--- src/rtl/cmos_dvp_capture_if.sv ---
// DVP sensor bus plus the framed pixel stream and geometry reports of the capture stage.
// de_o is a valid-only strobe with no ready: the consumer must take the pixel in the cycle de_o is high.
interface cmos_dvp_capture_if;
   logic        cmos_vsync;
   logic        cmos_href;
   logic [7:0]  cmos_data;
   logic [15:0] pdata_o;
   logic        de_o;
   logic        vs_o;
   logic [15:0] frame_cnt_o;
   logic [11:0] h_meas_o;
   logic [11:0] v_meas_o;
   logic        size_err_o;
   logic [1:0]  dbg_state;

   modport master (
      output cmos_vsync, cmos_href, cmos_data,
      input  pdata_o, de_o, vs_o, frame_cnt_o, h_meas_o, v_meas_o, size_err_o, dbg_state
   );

   modport slave (
      input  cmos_vsync, cmos_href, cmos_data,
      output pdata_o, de_o, vs_o, frame_cnt_o, h_meas_o, v_meas_o, size_err_o, dbg_state
   );
endinterface

--- src/rtl/cmos_dvp_capture.sv ---
// DVP capture: registers the sensor bus, drops the settling frames, pairs bytes into RGB565
// pixels and measures line/frame geometry.
module cmos_dvp_capture #(
   parameter int          SKIP_FRAMES = 10,
   parameter bit          BYTE_ORDER  = 1'b0,
   parameter bit          VS_POL      = 1'b1,
   parameter logic [11:0] H_EXP       = 12'd1280,
   parameter logic [11:0] V_EXP       = 12'd720
) (
   input logic               pixel_clk,
   input logic               rst_n,
   cmos_dvp_capture_if.slave dvp
);
   typedef enum logic [1:0] {IDLE = 2'd0, SKIP = 2'd1, RUN = 2'd2} state_t;

   localparam logic [15:0] SKIP_N = 16'(SKIP_FRAMES);
   localparam logic [11:0] CNT_MAX = 12'hFFF;

   state_t      state, state_nxt;
   logic [15:0] skip_cnt, skip_nxt;

   logic        vs_n_r, vs_n_d, href_r, href_d;
   logic [7:0]  data_r, byte_hold;
   logic        phase;
   logic [11:0] h_cnt, v_cnt, v_cnt_le, h_meas, v_meas;
   logic        err_acc, fs_seen, size_err;
   logic [15:0] pdata, frame_cnt;
   logic        de, vs_out;
   logic        fs, le, byte_en, pix, run_nxt, line_bad;

   // vsync is normalized before registering so reset leaves it inactive for either polarity
   always_ff @(posedge pixel_clk or negedge rst_n) begin
      if (!rst_n) begin
         vs_n_r <= 1'b0;
         vs_n_d <= 1'b0;
         href_r <= 1'b0;
         href_d <= 1'b0;
         data_r <= 8'd0;
      end else begin
         vs_n_r <= dvp.cmos_vsync ^ ~VS_POL;
         vs_n_d <= vs_n_r;
         href_r <= dvp.cmos_href;
         href_d <= href_r;
         data_r <= dvp.cmos_data;
      end
   end

   assign fs      = vs_n_r & ~vs_n_d;
   assign le      = href_d & ~href_r;
   assign byte_en = href_r & ~vs_n_r;
   assign pix     = byte_en & phase;

   always_ff @(posedge pixel_clk or negedge rst_n) begin
      if (!rst_n) begin
         state    <= IDLE;
         skip_cnt <= 16'd0;
      end else begin
         state    <= state_nxt;
         skip_cnt <= skip_nxt;
      end
   end

   always_comb begin
      state_nxt = state;
      skip_nxt  = skip_cnt;
      case (state)
         IDLE: if (fs) begin
            if (SKIP_FRAMES == 0) state_nxt = RUN;
            else begin
               state_nxt = SKIP;
               skip_nxt  = 16'd0;
            end
         end
         SKIP: if (fs) begin
            skip_nxt = skip_cnt + 16'd1;
            if (skip_nxt == SKIP_N) state_nxt = RUN;
         end
         RUN:     state_nxt = RUN;
         default: state_nxt = IDLE;
      endcase
   end

   // Gating on the next state lets the entry FS itself be emitted
   assign run_nxt  = (state_nxt == RUN);
   assign line_bad = le & ((h_cnt != H_EXP) | phase);
   assign v_cnt_le = (le && v_cnt != CNT_MAX) ? v_cnt + 12'd1 : v_cnt;

   always_ff @(posedge pixel_clk or negedge rst_n) begin
      if (!rst_n) begin
         phase     <= 1'b0;
         byte_hold <= 8'd0;
         pdata     <= 16'd0;
         de        <= 1'b0;
         vs_out    <= 1'b0;
      end else begin
         if (fs || !href_r) phase <= 1'b0;
         else if (byte_en)  phase <= ~phase;
         if (byte_en && !phase) byte_hold <= data_r;
         de     <= pix & run_nxt;
         vs_out <= vs_n_r & run_nxt;
         if (pix && run_nxt) pdata <= BYTE_ORDER ? {data_r, byte_hold} : {byte_hold, data_r};
      end
   end

   always_ff @(posedge pixel_clk or negedge rst_n) begin
      if (!rst_n) begin
         h_cnt  <= 12'd0;
         h_meas <= 12'd0;
      end else if (le) begin
         h_meas <= h_cnt;
         h_cnt  <= 12'd0;
      end else if (pix && h_cnt != CNT_MAX) begin
         h_cnt <= h_cnt + 12'd1;
      end
   end

   // A line ending in the FS cycle still counts toward the frame being closed
   always_ff @(posedge pixel_clk or negedge rst_n) begin
      if (!rst_n) begin
         v_cnt     <= 12'd0;
         v_meas    <= 12'd0;
         err_acc   <= 1'b0;
         fs_seen   <= 1'b0;
         size_err  <= 1'b0;
         frame_cnt <= 16'd0;
      end else if (fs) begin
         v_meas   <= v_cnt_le;
         v_cnt    <= 12'd0;
         size_err <= err_acc | line_bad | (fs_seen & (v_cnt_le != V_EXP));
         err_acc  <= 1'b0;
         fs_seen  <= 1'b1;
         if (run_nxt) frame_cnt <= frame_cnt + 16'd1;
      end else begin
         v_cnt <= v_cnt_le;
         if (line_bad) err_acc <= 1'b1;
      end
   end

   assign dvp.pdata_o     = pdata;
   assign dvp.de_o        = de;
   assign dvp.vs_o        = vs_out;
   assign dvp.frame_cnt_o = frame_cnt;
   assign dvp.h_meas_o    = h_meas;
   assign dvp.v_meas_o    = v_meas;
   assign dvp.size_err_o  = size_err;
   assign dvp.dbg_state   = state;
endmodule
--- src/flat_wrapper.sv ---
// flat-port wrapper written by rule: the top's interface ports become plain ports
module cmos_dvp_capture_flat 
#(
   parameter int          SKIP_FRAMES = 10,
   parameter bit          BYTE_ORDER  = 1'b0,
   parameter bit          VS_POL      = 1'b1,
   parameter logic [11:0] H_EXP       = 12'd1280,
   parameter logic [11:0] V_EXP       = 12'd720
)
  (pixel_clk, rst_n, dvp_cmos_vsync, dvp_cmos_href, dvp_cmos_data, dvp_pdata_o, dvp_de_o, dvp_vs_o, dvp_frame_cnt_o, dvp_h_meas_o, dvp_v_meas_o, dvp_size_err_o, dvp_dbg_state);
  cmos_dvp_capture_if dvp_i ();
  input logic pixel_clk;
  input logic rst_n;
  input wire logic [$bits(dvp_i.cmos_vsync)-1:0] dvp_cmos_vsync;
  input wire logic [$bits(dvp_i.cmos_href)-1:0] dvp_cmos_href;
  input wire logic [$bits(dvp_i.cmos_data)-1:0] dvp_cmos_data;
  output wire logic [$bits(dvp_i.pdata_o)-1:0] dvp_pdata_o;
  output wire logic [$bits(dvp_i.de_o)-1:0] dvp_de_o;
  output wire logic [$bits(dvp_i.vs_o)-1:0] dvp_vs_o;
  output wire logic [$bits(dvp_i.frame_cnt_o)-1:0] dvp_frame_cnt_o;
  output wire logic [$bits(dvp_i.h_meas_o)-1:0] dvp_h_meas_o;
  output wire logic [$bits(dvp_i.v_meas_o)-1:0] dvp_v_meas_o;
  output wire logic [$bits(dvp_i.size_err_o)-1:0] dvp_size_err_o;
  output wire logic [$bits(dvp_i.dbg_state)-1:0] dvp_dbg_state;
  assign dvp_i.cmos_vsync = dvp_cmos_vsync;
  assign dvp_i.cmos_href = dvp_cmos_href;
  assign dvp_i.cmos_data = dvp_cmos_data;
  assign dvp_pdata_o = dvp_i.pdata_o;
  assign dvp_de_o = dvp_i.de_o;
  assign dvp_vs_o = dvp_i.vs_o;
  assign dvp_frame_cnt_o = dvp_i.frame_cnt_o;
  assign dvp_h_meas_o = dvp_i.h_meas_o;
  assign dvp_v_meas_o = dvp_i.v_meas_o;
  assign dvp_size_err_o = dvp_i.size_err_o;
  assign dvp_dbg_state = dvp_i.dbg_state;
  cmos_dvp_capture #(.SKIP_FRAMES(SKIP_FRAMES), .BYTE_ORDER(BYTE_ORDER), .VS_POL(VS_POL), .H_EXP(H_EXP), .V_EXP(V_EXP)) u_core (.pixel_clk(pixel_clk), .rst_n(rst_n), .dvp(dvp_i));
endmodule
--- config.mk ---
export PLATFORM = sky130hd
export DESIGN_NAME = cmos_dvp_capture_flat
export DESIGN_NICKNAME = d
export VERILOG_FILES = /design/src/rtl/cmos_dvp_capture_if.sv /design/src/rtl/cmos_dvp_capture.sv /design/src/flat_wrapper.sv
export SDC_FILE = /design/constraint.sdc
export NUM_CORES = 1
export LEC_CHECK = 0
export CORE_MARGIN = 1.5
export CORE_UTILIZATION = 55
export CTS_CLUSTER_SIZE = 40
export DETAILED_ROUTE_END_ITERATION = 8
export DONT_BUFFER_PORTS = 1
export PLACE_DENSITY = 0.79
export SLEW_MARGIN = 20
export SYNTH_ARGS = -nofsm -noshare
export SYNTH_HDL_FRONTEND = slang
export SYNTH_SLANG_ARGS = --single-unit
--- constraint.sdc ---
create_clock -name pixel_clk -period 5.7 [get_ports pixel_clk]
set_input_delay 1.71 -clock pixel_clk [delete_from_list [all_inputs] [get_ports pixel_clk]]
set_output_delay 1.71 -clock pixel_clk [all_outputs]
set_load 0.05 [all_outputs]
-- After elaboration in Yosys (flattened, before gate mapping)
Index checks and enable logic that the tools add are counted.
- bitwise gates (word level): 15
- mux-type cells: 15
- equal/unequal tests: 10
- $add $sub $neg: 4
- shift operators: 0
- multiply operators: 0
- reduce and logical (&&, ||, !) cells: 14
- div/mod/pow operators: 0
- order comparisons: 0
- operator list (operator ; count):
    12-bit 2-to-1 mux ; 4
    16-bit by 1-bit adder with 16-bit output, second input constant ; 2
    16-bit 2-to-1 mux ; 2
    16-bit one-hot mux with 2 select lines ; 1
    12-bit by 1-bit adder with 12-bit output, second input constant ; 2
    12-bit inequality test, second input constant ; 2
    16-bit by 4-bit == test with 1-bit output, second input constant ; 1
    12-bit by 10-bit inequality test with 1-bit output, second input constant ; 1
    12-bit by 11-bit inequality test with 1-bit output, second input constant ; 1
    1-bit AND ; 8
    2-bit nonzero test ; 4
    2-bit 2-to-1 mux ; 3
    2-bit one-hot mux with 3 select lines ; 1
    2-bit == test, second input constant ; 2
    1-bit logical AND ; 4
    1-bit 2-to-1 mux ; 4
    2-bit by 1-bit inequality test with 1-bit output, second input constant ; 2
    1-bit inverter ; 4
    1-bit bitwise OR ; 3
    3-bit AND reduction ; 1
    2-bit by 1-bit == test with 1-bit output, second input constant ; 1
    1-bit zero test ; 2
    2-bit zero test ; 1
    2-bit AND reduction ; 1
    1-bit logical OR ; 1
- bits of input ports: 12
- memories: 0
- logic and storage cells: 78
- latch bits: 0
- bits in registers: 124
- output and inout bits: 61
- RAM bits: 0
- memory bits (read-only): 0

-- Depth between registers and ports, before layout
Gate-level depths: netlist (run 1).
- depth in word-level cells: 7
- mapped depth: 10
- mapped depth without buffers: 9

-- Least setup slack after synthesis (run 1)
Ideal clock, no wire load.
- kind: register to register
- start: reg u_core.skip_cnt[0]
- end: reg u_core.pdata[10], in the netlist u_core.dvp.pdata_o[10]
- stages on the path, launching flop included: 10
- path slack: 3.205 ns
- period minus slack after synthesis: 2.495 ns
- buffers on the path: 2
- data arrival time: 2.370 ns
- data required time: 5.575 ns
- library setup time: 0.125 ns
- path through: dfrtp_1 > ha_1 > nand2_1 > or3_1 > a2111oi_4 > a31oi_4 > nor2b_2 > buf_6 > buf_6 > mux2_4
- word-level cells in the longest chain between the ends: 7
- ends and longest elaborated chain (element ; RTL line ; source):
    start, declared ; cmos_dvp_capture.sv:20 ; logic [15:0] skip_cnt, skip_nxt;
    start signal, assigned ; cmos_dvp_capture.sv:59 ; skip_cnt <= skip_nxt;
    16-bit by 1-bit adder with 16-bit output ; cmos_dvp_capture.sv:75 ; skip_nxt = skip_cnt + 16'd1;
    16-bit by 4-bit == test with 1-bit output ; cmos_dvp_capture.sv:76 ; if (skip_nxt == SKIP_N) state_nxt = RUN;
    2-bit 2-to-1 mux ; cmos_dvp_capture.sv:76 ;
    2-bit 2-to-1 mux ; cmos_dvp_capture.sv:74 ; SKIP: if (fs) begin
    2-bit one-hot mux with 3 select lines ; cmos_dvp_capture.sv:66 ; case (state)
    2-bit == test ; cmos_dvp_capture.sv:84 ; assign run_nxt = (state_nxt == RUN);
    1-bit logical AND ; cmos_dvp_capture.sv:101 ; if (pix && run_nxt) pdata <= BYTE_ORDER ? {data_r, byte_hold} : {byte_hold, data_r};
    end signal, assigned ; cmos_dvp_capture.sv:101 ;
    end, declared ; cmos_dvp_capture.sv:27 ; logic [15:0] pdata, frame_cnt;
No other way between the ends.
A chain may end at the register's enable or synchronous reset.

-- Worst setup path in the final report (run 1)
- start: reg u_core.vs_n_r
- end: reg u_core.pdata[15], in the netlist u_core.dvp.pdata_o[15]
- word-level cells in the longest chain between the ends: 5
- elaborated cells on any way between the ends: 9
- classes of those cells: eq/ne (1); mux (3); bitwise (4); reduce/logical (1)
- ends and longest elaborated chain (element ; RTL line ; source):
    start, declared ; cmos_dvp_capture.sv:22 ; logic vs_n_r, vs_n_d, href_r, href_d;
    start signal, assigned ; cmos_dvp_capture.sv:40 ; vs_n_r <= dvp.cmos_vsync ^ ~VS_POL;
    1-bit AND ; cmos_dvp_capture.sv:48 ; assign fs = vs_n_r & ~vs_n_d;
    2-bit 2-to-1 mux, on equally long branches ; cmos_dvp_capture.sv:74, cmos_dvp_capture.sv:67 ;
    2-bit one-hot mux with 3 select lines ; cmos_dvp_capture.sv:66 ;
    2-bit == test ; cmos_dvp_capture.sv:84 ;
    1-bit logical AND (*) ; cmos_dvp_capture.sv:101 ;
Every way passes the cells marked *; elsewhere a longest branch is shown, timed or not.

==> summary.txt, run 1 <==
Cells and area
  • Fin util: 63.7%
  • Most frequent cells in the layout: 124 x dfrtp_1, 67 x nand2_1, 33 x nor2_1
  • Layout cells sized above 1: 16.0%
  • Final Non-Filler Cells: 640
  • Diodes inserted: 0
  • Filler Cells Inserted: 733
  • Commonest non-fill, non-tap cell in the layout: dfrtp_1
  • Area grow syn2layout: 12.7%
  • Final #Nets: 512

Clock tree
  • TritonCTS clock tree: yes
  • Post_cts resized: 0
  • Sink Count: 124
  • Setup Buffers After CTS: 0
  • Worst skew pair latency: 0.52 ns
  • Clock tree buffer depth: 2
  • CTS Hold Bufs: 0
  • Worst-path clk slew: 0.06 ns
  • Root buffer cell: clkbuf_8
  • Total CTS buffers: 17
  • CTS H-Tree Depth: 4

Timing
  • Clock Skew: 0.00650 ns
  • Final period utilization: 58.1%
  • Final min period: 3.31 ns
  • Fin Setup TNS: 0 ns
  • Final-report max-slew violation count: 0
  • RSZ-0062 raised after global routing: false
  • Slew @ Worst Pin: 0.993 ns
  • Max Clk Rate: 302 MHz
  • Final Hold Vio Count: 0
  • Setup Viol. Count Final: 0
  • Slew HR: 33.5%

Power
  • Final Power: 0.00216 W
  • Sw Ratio: 27.1%
  • Lkg Pwr: 2.85 nW
  • Pwr/cell area: 346 nW/µm²
  • Seq pwr share: 46.2%
  • Worst VDD drop: 245 µV
  • Power Internal: 0.00157 W
  • Switching power: 0.000584 W
  • Clock power frac: 48.6%
  • Combinational power share: 5.2%

Worst setup path
  • CP top delay family: simple AND/OR/NAND/NOR gates
  • CP Launch Type: register
  • Bufs and invs on worst path: 1
  • CP max FO: 20
  • Slowest cell on crit path: nor2b_2
  • Worst setup EP type: register
  • Delay of the slowest cell on the worst path: 0.85 ns
  • Setup CP Type: reg -> reg
  • CP Data Arrival Time: 3.72 ns
  • Worst R2R Setup Slack: 2.39 ns
  • Worst path required time: 6.11 ns
  • CP cell instances: nor2b_1 -> buf_4 -> and4b_1 -> o21ai_0 -> a2111oi_4 -> a31oi_4 -> nor2b_2 -> mux2_2

Floorplan
  • Die area: 10,700 µm²
  • Die height: 103 µm
  • Core ar.: 9770 µm²
  • Initial Utilization: 56.6%
  • IO Pins: 73
  • Rows: 36
  • Chip width: 103 µm

GRT
  • Grt peak-use layer: met2
  • Number of global-route vias before repair: 3,745
  • GR met2 Demand/Resource: 36.5%
  • Grt ovf: 0
  • M3 GR Usage: 7.12%
  • Initial antenna violation count: 0
  • Total Routing Usage GR: 22.3%
  • First-pass GRT wire length: 18.0 mm
  • Met1 GRT Util: 27.6%
  • Pin count of the biggest net entering global routing: 125

Yosys
  • Post-Syn Instances: 490
  • Synth Area in Compound Gates: 7.74%
  • FF+latch count, synth: 124
  • Synth top area share: 56.1%
  • Post-synthesis xor/xnor area fraction: 5.70%
  • Top_reg_cell synth: dfrtp_1
  • Seq/Total Area, Yosys: 56.1%
  • Synth area leaders: dfrtp_1 56%, mux2_2 4.7%, nand2_1 4.5%, xor2_1 4.3%, mux2_4 2.4%
  • Synth warnings: 0
  • Syn Nets: 508
  • Cell variety after synth: 53
  • Post-synthesis mux area share: 8.69%
  • Adder-cell share of the synthesized area: 1.36%
  • Post-Synth Simple-Gate Area: 18.3%
  • EDFF count, synth: 0
  • Mapped Area: 5530 µm²
  • FFs w/ async S/R, synth: 100%
  • Largest family of logic cells by synthesized area: simple AND/OR/NAND/NOR gates
  • Synth Area per Inst: 11.3 µm²
  • Synth area leader: dfrtp_1

Routing
  • Initial drt markers: 210
  • DR pass1 iterations: 5
  • Total Wirelength: 10.6 mm
  • Antenna Nets Post-Route: 0
  • WL/cell: 16.5 µm
  • Vias: 3,655
  • Via/cell ratio: 5.71
  • # DRC: 0

Placement
  • PortBufs: 0
  • DP HPWL: 6.82 mm
  • Placer's final routability congestion estimate: 0.848
  • Post-Place Cells: 608

Run
  • Max cap viols: 0

Worst hold path
  • Worst hold path class: reg -> reg

Status
  • Status: completed
==> power groups by stage <==
stage / registers [W] / clock network [W] / logic, W
5_1_grt: 0.00100 / 0.00111 / 0.000130
6_report: 0.000996 / 0.00105 / 0.000113
4_1_cts: 0.000996 / 0.00107 / 0.000114
3_5_place_dp: 0.00101 / 0 / 0.000113
3_3_place_gp: 0.00101 / 0 / 0.000105
2_1_floorplan: 0.00100 / 0 / 0.0000888
==> per-layer routing <==
layer,wire (µm),vias to the layer above,part of all wire [%]
met1,4520,1792,43
met5,0,-,0
li1,-,1731,-
met3,616,21,5.8
met2,5200,111,49
met4,236,0,2.2
==> final timing paths <==
path	startpoint	endpoint	depth (start not counted)
worst max-delay path	u_core.vs_n_r	u_core.dvp.pdata_o[15]	8
worst min-delay path	u_core.href_r	u_core.href_d	0
worst max register to register	u_core.vs_n_r	u_core.dvp.pdata_o[15]	8
worst min register to register	u_core.href_r	u_core.href_d	0
max in group asynchronous	rst_n	u_core.dvp.frame_cnt_o[13]	0
min in group asynchronous	rst_n	u_core.dvp.h_meas_o[8]	0
==> cell families after synthesis <==
logic type,after synthesis
xor+xnor,36
flops,124
fa+ha+maj,6
simple gates,197
compound gates,61
mux,40
buf+inv,26
==> stage by stage <==
| step | hold WS, ns | worst slack (ns) | area, µm² |
|---|---|---|---|
| final | 0.466 | 2.39 | 6230 |
| after CTS | 0.466 | 2.35 | 6230 |
| after global routing | 0.487 | 2.11 | 6230 |
| after global placement | 0.436 | 2.48 | 5640 |
| after detailed placement | 0.451 | 2.32 | 5640 |
| after floorplan | 0.393 | 3.21 | 5530 |
==> final cells by class <==
type	instances	area, µm²	area share (%)
clock buffers	17	414	6.65
clock inverters	15	174	2.79
inverters	7	26.3	0.422
multi-input cells	340	2320	37.2
flip-flops and latches	124	3100	49.8
well taps	133	166	2.67
repair buffers	4	30.0	0.482
==> flip-flops by register name, indices dropped and copies added, names as in the netlist, 2 cells and up <==
signal	flops
u_core.byte_hold	8
u_core.dvp.frame_cnt_o	16
u_core.v_cnt	12
u_core.h_cnt	12
u_core.dvp.dbg_state	2
u_core.dvp.pdata_o	16
u_core.skip_cnt	16
u_core.data_r	8
u_core.dvp.h_meas_o	12
u_core.dvp.v_meas_o	12
==> worst reg2reg max path, cell delays in order (launching register included) <==
cell,delay [ns]
dfrtp_1,0.45
nor2b_1,0.16
buf_4,0.24
and4b_1,0.21
o21ai_0,0.13
a2111oi_4,0.44
a31oi_4,0.29
nor2b_2,0.85
mux2_2,0.43
==> synthesized netlist by cell type, drive strengths merged (4+ instances only) <==
cell type and count:
nand2 67, clkbuf 13, buf 6, or3 6, dfrtp 124, a21oi 8
and3 4, o31ai 12, xor2 27, nor3 19, nand4 13, mux2 37
nor2 33, and4 6, nor3b 8, inv 7, nor2b 7, nand2b 4
o21ai 25, a21o 4, ha 6, nand3 16, xnor2 9
(Power assumes the default switching activity.)
==> inputs of run 2 (changes only) <==
==> constraint.sdc (replaced) <==
create_clock -name pixel_clk -period 3.5 [get_ports pixel_clk]
set_input_delay 1.05 -clock pixel_clk [delete_from_list [all_inputs] [get_ports pixel_clk]]
set_output_delay 1.05 -clock pixel_clk [all_outputs]
set_load 0.05 [all_outputs]
==> run 2 against run 1 <==
Effect of this change:
- first-iteration DRC count up 48%
- die area unchanged
- non-clock buffer count is 3 higher
- critical path depth unchanged
- routed wire length increased by 2.3%
- cell area is 0.38% lower
==> summary.txt, run 2 (synthesis gave the netlist of run 1 again) <==
Cells and area
  • Final Cell Area: 6210 µm²
  • Filler Cells Inserted: 698
  • Most frequent cells in the layout: 124 x dfrtp_1, 67 x nand2_1, 33 x nor2_1
  • Final Non-Filler Cells: 642
  • Diodes inserted: 0
  • Commonest non-fill, non-tap cell in the layout: dfrtp_1
  • Reg area: 3100 µm²
  • Multi-input gate area: 2310 µm²
  • Layout cells sized above 1: 16.1%
  • Area grow syn2layout: 12.3%
  • Final #Nets: 515

GRT
  • Met1 GRT Util: 26.4%
  • Grt ovf: 0
  • Initial antenna violation count: 0
  • Number of global-route vias before repair: 3,650
  • GR met2 Demand/Resource: 36.9%
  • Total Routing Usage GR: 22.3%
  • Pin count of the biggest net entering global routing: 125
  • First-pass GRT wire length: 17.8 mm
  • Grt peak-use layer: met2
  • M3 GR Usage: 7.80%

Placement
  • Pre-CTS setup slack: 0.653 ns
  • Post-Place Cells: 611
  • Placer's final routability congestion estimate: 0.912
  • Post-DP Area: 5660 µm²
  • PortBufs: 0
  • DP HPWL: 7.00 mm

Timing
  • RSZ-0062 raised after global routing: false
  • Final-report max-slew violation count: 0
  • Slew HR: 57.3%
  • Final min period: 2.84 ns
  • Post-route setup slack: 0.659 ns
  • Fin Setup TNS: 0 ns
  • Final period utilization: 81.2%
  • Clock Skew: 0.00875 ns
  • Slew @ Worst Pin: 0.636 ns
  • Final Hold Vio Count: 0
  • Setup Viol. Count Final: 0
  • Max Clk Rate: 352 MHz

Clock tree
  • Worst-path clk slew: 0.06 ns
  • Sink Count: 124
  • CTS H-Tree Depth: 4
  • Setup Buffers After CTS: 0
  • Worst skew pair latency: 0.52 ns
  • Post_cts resized: 0
  • Clock tree buffer depth: 2
  • Total CTS buffers: 17
  • TritonCTS clock tree: yes
  • Root buffer cell: clkbuf_8
  • CTS Hold Bufs: 0

Floorplan
  • Die area: 10,700 µm²
  • Initial Utilization: 56.6%
  • Rows: 36
  • Die height: 103 µm
  • IO Pins: 73
  • Core ar.: 9770 µm²
  • Chip width: 103 µm

Worst setup path
  • Slowest cell on crit path: or3_1
  • CP top delay family: simple AND/OR/NAND/NOR gates
  • Worst setup EP type: register
  • CP max FO: 18
  • Worst R2R Setup Slack: 0.66 ns
  • CP Data Arrival Time: 3.23 ns
  • CP Launch Type: register
  • Setup CP Type: reg -> reg
  • Worst path required time: 3.89 ns
  • Bufs and invs on worst path: 1
  • Delay of the slowest cell on the worst path: 0.43 ns
  • CP cell instances: ha_1 -> nand2_1 -> or3_1 -> a2111oi_4 -> a31oi_4 -> nor2b_2 -> buf_4 -> mux2_2

Routing
  • Initial drt markers: 311
  • DR pass1 iterations: 5
  • WL/cell: 16.8 µm
  • # DRC: 0
  • Total Wirelength: 10.8 mm
  • Antenna Nets Post-Route: 0
  • Via/cell ratio: 5.80
  • Vias: 3,721

Power
  • Pwr/cell area: 546 nW/µm²
  • Worst VDD drop: 356 µV
  • Final Power: 0.00339 W
  • Lkg Pwr: 2.85 nW

Run
  • Max cap viols: 0

Status
  • Status: completed

Worst hold path
  • Worst hold path class: in -> async
==> run 2: cell types whose count changed in the layout (fill, tap and decap cells not counted), sizes merged <==
cell | before | now
inv | 16 | 7
clkbuf | 17 | 22
clkinv | 2 | 6
bufinv | 1 | 0
buf | 4 | 7
==> run 2: final timing paths <==
kind,from,to,cells past startpoint
worst max register to register,u_core.skip_cnt[0],u_core.dvp.pdata_o[15],8
worst max-delay path,u_core.skip_cnt[0],u_core.dvp.pdata_o[15],8
worst min register to register,u_core.href_r,u_core.href_d,0
worst min-delay path,rst_n,u_core.dvp.h_meas_o[8],0
max in group asynchronous,rst_n,u_core.byte_hold[5],0
min in group pixel_clk,u_core.href_r,u_core.href_d,0
==> run 2: power breakdown <==
group	total (W)	switching, W	internal, W
combinational	0.000187	0.000106	0.0000803
clock	0.00158	0.000620	0.000958
sequential	0.00162	0.000119	0.00150
total	0.00339	0.000846	0.00254
==> run 2: stage by stage <==
stage / utilization, % / hold slack [ns]
CTS: 63.5 / 0.204
finish: 63.5 / 0.230
detailed placement: 57.9 / 0.439
global route: 63.5 / 0.201
floorplan: - / 0.393
global placement: 57.9 / 0.431
==> run 2: area by class of cell <==
cell class,count,share of cell area [%]
clock buffer,22,7.78
clock inverter,9,1.03
inverter,7,0.423
multi-input combinational,340,37.3
sequential,124,50.0
tap,133,2.68
timing repair buffer,7,0.847
==> run 2: routing by layer <==
metal | vias up | part of all wire (%) | routed length (µm)
met1 | 1862 | 42 | 4580
met5 | - | 0 | 0
met4 | 0 | 1.3 | 139
met2 | 113 | 51 | 5530
met3 | 11 | 5.3 | 570
li1 | 1735 | - | -
